## src/rtl/spi_peripheral.sv

```systemverilog
// SPI peripheral (mode 0, LSB-first) oversampled by the local clock: receives LEN_RX bits,
// then returns LEN_TX bits from a one-deep response holding register.
module spi_peripheral #(
    parameter int                LEN_RX     = 8,
    parameter int                LEN_TX     = 8,
    parameter logic [LEN_TX-1:0] TX_DEFAULT = '1
) (
    input  logic              clk,
    input  logic              rst,
    input  logic              SCK,
    input  logic              CS_n,
    input  logic              COPI,
    output logic              CIPO,
    output logic              CIPO_oe,
    output logic [LEN_RX-1:0] rx_data,
    output logic              rx_valid,
    input  logic [LEN_TX-1:0] tx_data,
    input  logic              tx_valid,
    output logic              tx_ready,
    output logic              tx_underrun,
    output logic              frame_err
);

    localparam int MAXLEN = (LEN_RX > LEN_TX) ? LEN_RX : LEN_TX;
    localparam int CNT_W  = $clog2(MAXLEN + 1);

    typedef enum logic [1:0] {IDLE, RX, TX, DONE} state_t;

    // Input synchronisers; sck_p2_q is the delayed copy used for edge detection
    logic sck_p0_q, sck_p1_q, sck_p2_q;
    logic cs_p0_q, cs_p1_q;
    logic copi_p0_q, copi_p1_q;

    logic s_sck, s_sck_d, s_cs_n, s_copi;
    logic sck_rise, sck_fall;

    state_t              state_q, state_d;
    logic [CNT_W-1:0]    cnt_q, cnt_d;
    logic [LEN_RX-2:0]   rx_part_q, rx_part_d;
    logic [LEN_RX-1:0]   rx_data_q, rx_data_d;
    logic [LEN_RX-1:0]   rx_word;
    logic [LEN_TX-1:0]   tx_shift_q, tx_shift_d;
    logic                tx_started_q, tx_started_d;
    logic [LEN_TX-1:0]   hold_q, hold_d;
    logic                ready_q, ready_d;
    logic                rx_valid_q, rx_valid_d;
    logic                underrun_q, underrun_d;
    logic                ferr_q, ferr_d;

    assign s_sck    = sck_p1_q;
    assign s_sck_d  = sck_p2_q;
    assign s_cs_n   = cs_p1_q;
    assign s_copi   = copi_p1_q;
    assign sck_rise = s_sck & ~s_sck_d;
    assign sck_fall = ~s_sck & s_sck_d;

    always_comb begin
        state_d      = state_q;
        cnt_d        = cnt_q;
        rx_part_d    = rx_part_q;
        rx_data_d    = rx_data_q;
        tx_shift_d   = tx_shift_q;
        tx_started_d = tx_started_q;
        hold_d       = hold_q;
        ready_d      = ready_q;
        rx_valid_d   = 1'b0;
        underrun_d   = 1'b0;
        ferr_d       = 1'b0;
        rx_word      = {s_copi, rx_part_q};

        if (tx_valid && ready_q) begin
            hold_d  = tx_data;
            ready_d = 1'b0;
        end

        case (state_q)
            IDLE: begin
                if (!s_cs_n) begin
                    state_d = RX;
                    cnt_d   = '0;
                end
            end
            RX: begin
                // CS_n deassertion takes priority over a coincident SCK rise
                if (s_cs_n) begin
                    ferr_d  = 1'b1;
                    state_d = IDLE;
                    cnt_d   = '0;
                end else if (sck_rise) begin
                    rx_part_d = rx_word[LEN_RX-1:1];
                    cnt_d     = cnt_q + 1'b1;
                    if (cnt_q == CNT_W'(LEN_RX - 1)) begin
                        rx_data_d    = rx_word;
                        rx_valid_d   = 1'b1;
                        cnt_d        = '0;
                        state_d      = TX;
                        tx_started_d = 1'b0;
                        if (ready_q) begin
                            tx_shift_d = TX_DEFAULT;
                            underrun_d = 1'b1;
                        end else begin
                            tx_shift_d = hold_q;
                            ready_d    = 1'b1;
                        end
                    end
                end
            end
            TX: begin
                if (s_cs_n) begin
                    ferr_d  = 1'b1;
                    state_d = IDLE;
                    cnt_d   = '0;
                end else begin
                    // The fall trailing the last RX bit must not consume TX bit 0
                    if (sck_fall && tx_started_q) begin
                        tx_shift_d = tx_shift_q >> 1;
                    end
                    if (sck_rise) begin
                        tx_started_d = 1'b1;
                        cnt_d        = cnt_q + 1'b1;
                        if (cnt_q == CNT_W'(LEN_TX - 1)) begin
                            cnt_d   = '0;
                            state_d = DONE;
                        end
                    end
                end
            end
            DONE: begin
                if (s_cs_n) begin
                    state_d = IDLE;
                end
            end
            default: state_d = IDLE;
        endcase
    end

    always_ff @(posedge clk or posedge rst) begin
        if (rst) begin
            sck_p0_q     <= 1'b1;
            sck_p1_q     <= 1'b1;
            sck_p2_q     <= 1'b1;
            cs_p0_q      <= 1'b1;
            cs_p1_q      <= 1'b1;
            copi_p0_q    <= 1'b0;
            copi_p1_q    <= 1'b0;
            state_q      <= IDLE;
            cnt_q        <= '0;
            rx_part_q    <= '0;
            rx_data_q    <= '0;
            tx_shift_q   <= '0;
            tx_started_q <= 1'b0;
            hold_q       <= '0;
            ready_q      <= 1'b1;
            rx_valid_q   <= 1'b0;
            underrun_q   <= 1'b0;
            ferr_q       <= 1'b0;
        end else begin
            sck_p0_q     <= SCK;
            sck_p1_q     <= sck_p0_q;
            sck_p2_q     <= sck_p1_q;
            cs_p0_q      <= CS_n;
            cs_p1_q      <= cs_p0_q;
            copi_p0_q    <= COPI;
            copi_p1_q    <= copi_p0_q;
            state_q      <= state_d;
            cnt_q        <= cnt_d;
            rx_part_q    <= rx_part_d;
            rx_data_q    <= rx_data_d;
            tx_shift_q   <= tx_shift_d;
            tx_started_q <= tx_started_d;
            hold_q       <= hold_d;
            ready_q      <= ready_d;
            rx_valid_q   <= rx_valid_d;
            underrun_q   <= underrun_d;
            ferr_q       <= ferr_d;
        end
    end

    assign CIPO_oe     = (state_q == TX);
    assign CIPO        = (state_q == TX) & tx_shift_q[0];
    assign rx_data     = rx_data_q;
    assign rx_valid    = rx_valid_q;
    assign tx_ready    = ready_q;
    assign tx_underrun = underrun_q;
    assign frame_err   = ferr_q;

endmodule

```

## config.mk

```make
export PLATFORM = sky130hd
export DESIGN_NAME = spi_peripheral
export DESIGN_NICKNAME = d
export VERILOG_FILES = /design/src/rtl/spi_peripheral.sv
export SDC_FILE = /design/constraint.sdc
export NUM_CORES = 1
export LEC_CHECK = 0
export BUFFER_PORTS_ARGS = -buffer_cell sky130_fd_sc_hd__buf_4
export CAP_MARGIN = 5
export CORE_MARGIN = 5
export CORE_UTILIZATION = 45
export CTS_CLUSTER_DIAMETER = 120
export DETAILED_ROUTE_END_ITERATION = 6
export GPL_TIMING_DRIVEN = 0
export PLACE_DENSITY = 0.65
export SYNTH_ARGS = -nofsm -noshare
export SYNTH_HDL_FRONTEND = slang
export SYNTH_SLANG_ARGS = --single-unit
```

## constraint.sdc

```tcl
create_clock -name clk -period 4.92 [get_ports clk]
set_clock_uncertainty 0.2 [all_clocks]
set_input_delay 0.492 -clock clk [delete_from_list [all_inputs] [get_ports clk]]
set_output_delay 0.492 -clock clk [all_outputs]
set_load 0.005 [all_outputs]
```

### Yosys cells after proc, flatten, opt, wreduce, memory -nomap -nowiden

Index checks and enable logic that the tools add are counted.

| storage, ports and cells | value |
|---|---|
| register bits | 49 |
| output and inout bits | 14 |
| word-level logic and storage cells | 98 |
| bits of input ports | 14 |

| operators by class | value |
|---|---|
| reduce and logical (&&, ||, !) cells | 12 |
| mux-type cells | 44 |
| bitwise gates (word level) | 6 |
| add/sub/neg operators | 1 |
| equality and inequality tests | 17 |

Operator list:

| kind | count |
|---|---|
| $mux 8 | 6 |
| $mux 1 | 22 |
| $reduce_and 6->1 | 3 |
| $mux 2 | 8 |
| $mux 4 | 4 |
| $pmux 8 s2 | 1 |
| $ne 2x2->1 const B | 6 |
| $ne 3x1->1 const B | 3 |
| $pmux 2 s4 | 1 |
| $pmux 4 s2 | 1 |
| $ne 3x3->1 const B | 2 |
| $reduce_and 3->1 | 2 |
| $add 4x1->4 const B | 1 |
| $eq 2x2->1 const B | 2 |
| $eq 4x3->1 const B | 1 |
| $ne 2x1->1 const B | 2 |
| $reduce_and 4->1 | 1 |
| $reduce_bool 2->1 | 2 |
| $and 1x1->1 | 3 |
| $not 1->1 | 3 |
| $eq 2x1->1 const B | 1 |
| $logic_and 1x1->1 | 2 |
| $logic_not 2->1 | 1 |
| $pmux 1 s2 | 1 |
| $reduce_or 2->1 | 1 |

### Longest topological paths before layout

| depth | value |
|---|---|
| word-level depth | 7 |
| mapped depth | 7 |
| mapped depth without buffers | 6 |

### Worst setup path before layout

OpenSTA, ideal clock, no wires.

| path | value |
|---|---|
| path type | register to output |
| from | register state_q[0] |
| to | output CIPO |
| arrival time | 1.317 ns |
| buffers on the path | 2 |
| stages on the path, launching flop included | 6 |
| setup slack | 2.911 ns |
| path through | dfrtp_1 -> inv_1 -> ha_1 -> buf_2 -> clkbuf_1 -> and2_1 |

| between the ends | value |
|---|---|
| longest elaborated chain between the ends | 2 |

Ends and longest elaborated chain:

| what | RTL line | source |
|---|---|---|
| start, declared | 37 | `state_t state_q, state_d;` |
| start signal, assigned | 165 | `state_q <= state_d;` |
| $eq 2x2->1 | - |  |
| via CIPO_oe | 14 | `output logic CIPO_oe,` |
| $and 1x1->1 | 180 | `assign CIPO = (state_q == TX) & tx_shift_q[0];` |
| end, declared | 13 | `output logic CIPO,` |

The timed path passes the listed nets, and every way through them passes these cells.

### Worst setup path after layout

| path | value |
|---|---|
| from | register state_q[0] |
| to | output CIPO |

| between the ends | value |
|---|---|
| longest elaborated chain between the ends | 2 |

Ends and longest elaborated chain:

| what | RTL line |
|---|---|
| $eq 2x2->1 | 180 |
| $and 1x1->1 | 180 |

No other way between the ends.

==> results.md <==
* Status: finished with violations
* Failing checks: hold timing
* Post-synth top area share at 49.7%
* CTS sink count at 49
* Post-CTS Setup Bufs at 0
* Synthesized area per cell at about 13 um2
* Input/output buffers at 27
* Final Hold Fails at 10
* Cell count after placement at about 250
* Worst EP arrival at 2010 ps
* GP Congestion at 0.793
* # nets final at ~220
* Initial DRC count at 51
* Die outline width at between 70 and 80 um
* Min setup slack post-route at 2220 ps
* Lkg Pwr at 1.21 nW
* CTS buffer count at 5
* Pwr dens at between 300 and 400 nW/um2
* Syn_nets at about 190
* Worst EP required at 4230 ps
* Slew at the pin with the worst max-slew slack at 455 ps
* Setup CP Type: reg -> out
* Yosys top cell by area: dfrtp_1
* Global Route Usage Sum at between 10% and 20%
* Synthesized flop and latch total at about 50
* Vias in the first global route at between 1k and 1.5k
* Highest clock rate at around 0.37 GHz
* Fin crit period at 2700 ps
* Root buffer cell: clkbuf_8
* I/O pins at 28
* Unique masters post-synth at 35
* Global-route wire length before repair at about 6.5 mm
* Worst IR Drop VDD at around 260 uV
* Worst skew pair latency at 300 ps
* Post-CTS Resized at 0
* FFs w/ async S/R, synth at 100%
* Drt wl/cell at 14.3 um
* GRT overflow at 0
* Max Cap Violations at 0
* Initial antenna violation count at 0
* Largest net degree at the start of global routing at 30
* Post-Syn Instances at 165
* Area contributors post-synth: dfrtp_1, mux2_2, dfstp_2, mux2_4, ha_1
* Rel. slew slack at 69.6%
* CTS tree: built
* # diodes at 0
* Sequential share of the synthesized area at 56.9%
* Via density at roughly 5.2
* Number of synthesized flops with an enable pin at 0
* Die Y at about 79 um
* Row count at 25
* Starting density of the core at 46.2%
* Die area at roughly 6300 um2
* Final setup violation count at 0
* Final HPWL DP at roughly 2.7 mm
* Top FF cell, synth: dfrtp_1
* Post-route ant nets at 0
* Commonest non-fill, non-tap cell in the layout: dfrtp_1
* Layout cells sized above 1 at between 30% and 40%
* Crit share post-route at 55.0%
* DR DRC count at 0
* Hold-fix buffers, CTS at 0
* Max Slew Vio Count at 0
* Ys Warns at 0
* Hold/Removal Path Class: in -> async
* Final wirelength at roughly 3.6 mm
* Clock transition at path regs at 100 ps
* Max Buffers Root-to-Sink at 2
* Area grow syn2layout at 17.6%
* Mapped Area at 2170 um2
* Most frequent cells in the layout: dfrtp_1, buf_4, mux2_2
* Cell Count, Final, Fillers Out at ~260
* Overall power at roughly 0.94 mW
* Crit-path max FO at 10
* RSZ-0062 raised after global routing: no
* Worst setup EP type: output pin
* Initial DRT Pass Iterations at 4
* Worst hold slack at -3.52 ps
* Vias at 1,333
* Core area at approximately 4700 um2
* Htree depth at 2
* CP Launch Type: flop
* Setup tns final at 0 ps
* Worst slack, placed at about 2500 ps
through the flow:
stage | utilization (%) | hold slack, ps | instance area [um2]
3_3_place_gp | 51.9 | 136 | 2440
4_1_cts | 54.3 | 10.2 | 2550
5_1_grt | 54.3 | 32.1 | 2550
6_report | 54.3 | -3.52 | 2550
2_1_floorplan | - | 131 | 2170
3_5_place_dp | 52.4 | 147 | 2460
cells in the mapped netlist (2+ instances only):
cell type and instances:
dfrtp_1 43, mux2_2 21, nand2b_4 2, o21ai_0 11, buf_6 2, nor2_1 15
clkbuf_1 2, mux2_4 8, inv_1 6, dfstp_2 6, mux2i_1 2, and2_1 3
ha_1 7, nand2b_1 3, a22o_1 2, a21oi_1 2, nand2_1 12
worst paths after layout:
kind                                              from                        end  slack [ps]  cells past startpoint
worst max-delay path            state_q[0]$_DFFE_PP0P_                       CIPO        2220                      6
worst min-delay path                               rst     rx_data[2]$_DFFE_PP0P_          -4                      2
worst max register to register  state_q[0]$_DFFE_PP0P_  tx_shift_q[1]$_DFFE_PP0P_        2740                      6
worst min register to register       cs_p0_q$_DFF_PP1_          cs_p1_q$_DFF_PP1_         160                      0
max in group asynchronous                          rst            s_sck$_DFF_PP1_        3940                      3
min in group clk                                  COPI        copi_p0_q$_DFF_PP0_         100                      1
area by class of cell:
type / count / area [um2]
multi-input combinational: 104 / 867
tap: 54 / 67.6
inverter: 7 / 31.3
buffer: 5 / 35.0
fill: 400 / 2140
timing repair buffer: 28 / 223
clock inverter: 3 / 21.3
clock buffer: 5 / 68.8
sequential: 49 / 1230
power breakdown:
group | internal [mW] | switching [mW] | leakage (nW)
Combinational | 0.104 | 0.0859 | 0.539
Clock | 0.101 | 0.134 | 0.0445
Sequential | 0.474 | 0.0429 | 0.626
cells by family (layout without fill, tap and decap cells):
| logic type | after synthesis | count (layout) | share of synthesized area [%] |
|---|---|---|---|
| flip-flops | 49 | 49 | 56.9 |
| AND/OR/NAND/NOR | 43 | 43 | 11.0 |
| multiplexers | 32 | 32 | 17.9 |
| AO/OA/AOI/OAI | 22 | 22 | 7.04 |
| buffers and inverters | 12 | 48 | 3.06 |
| adder cells (fa/ha/maj) | 7 | 7 | 4.04 |
sequential cells by signal (all words and copies together) (netlist names):
signal	cells
cnt_q	4
copi_p0_q	1
copi_p1_q	1
cs_p0_q	1
cs_p1_q	1
frame_err	1
hold_q	8
rx_data	8
rx_part_q	7
rx_valid	1
s_sck	1
s_sck_d	1
sck_p0_q	1
state_q	2
tx_ready	1
tx_shift_q	8
tx_started_q	1
tx_underrun	1
metal layers:
| layer | wire length [um] | part of all wire (%) | vias to the layer above | global-route usage [%] |
|---|---|---|---|---|
| li1 | - | - | 638 | - |
| met1 | 1630 | 45 | 655 | 16.0 |
| met2 | 1810 | 50 | 32 | 21.6 |
| met3 | 152 | 4.2 | 8 | 3.39 |
| met4 | 59 | 1.6 | 0 | 4.64 |
| met5 | 0 | 0 | - | 0 |
critical path, stage by stage (launching register included):
cell and delay, ps:
dfrtp_1 430, inv_1 140, ha_1 260, buf_2 250, clkbuf_1 360, and2_1 190, buf_4 100
Power figures use the tool's default switching activity.
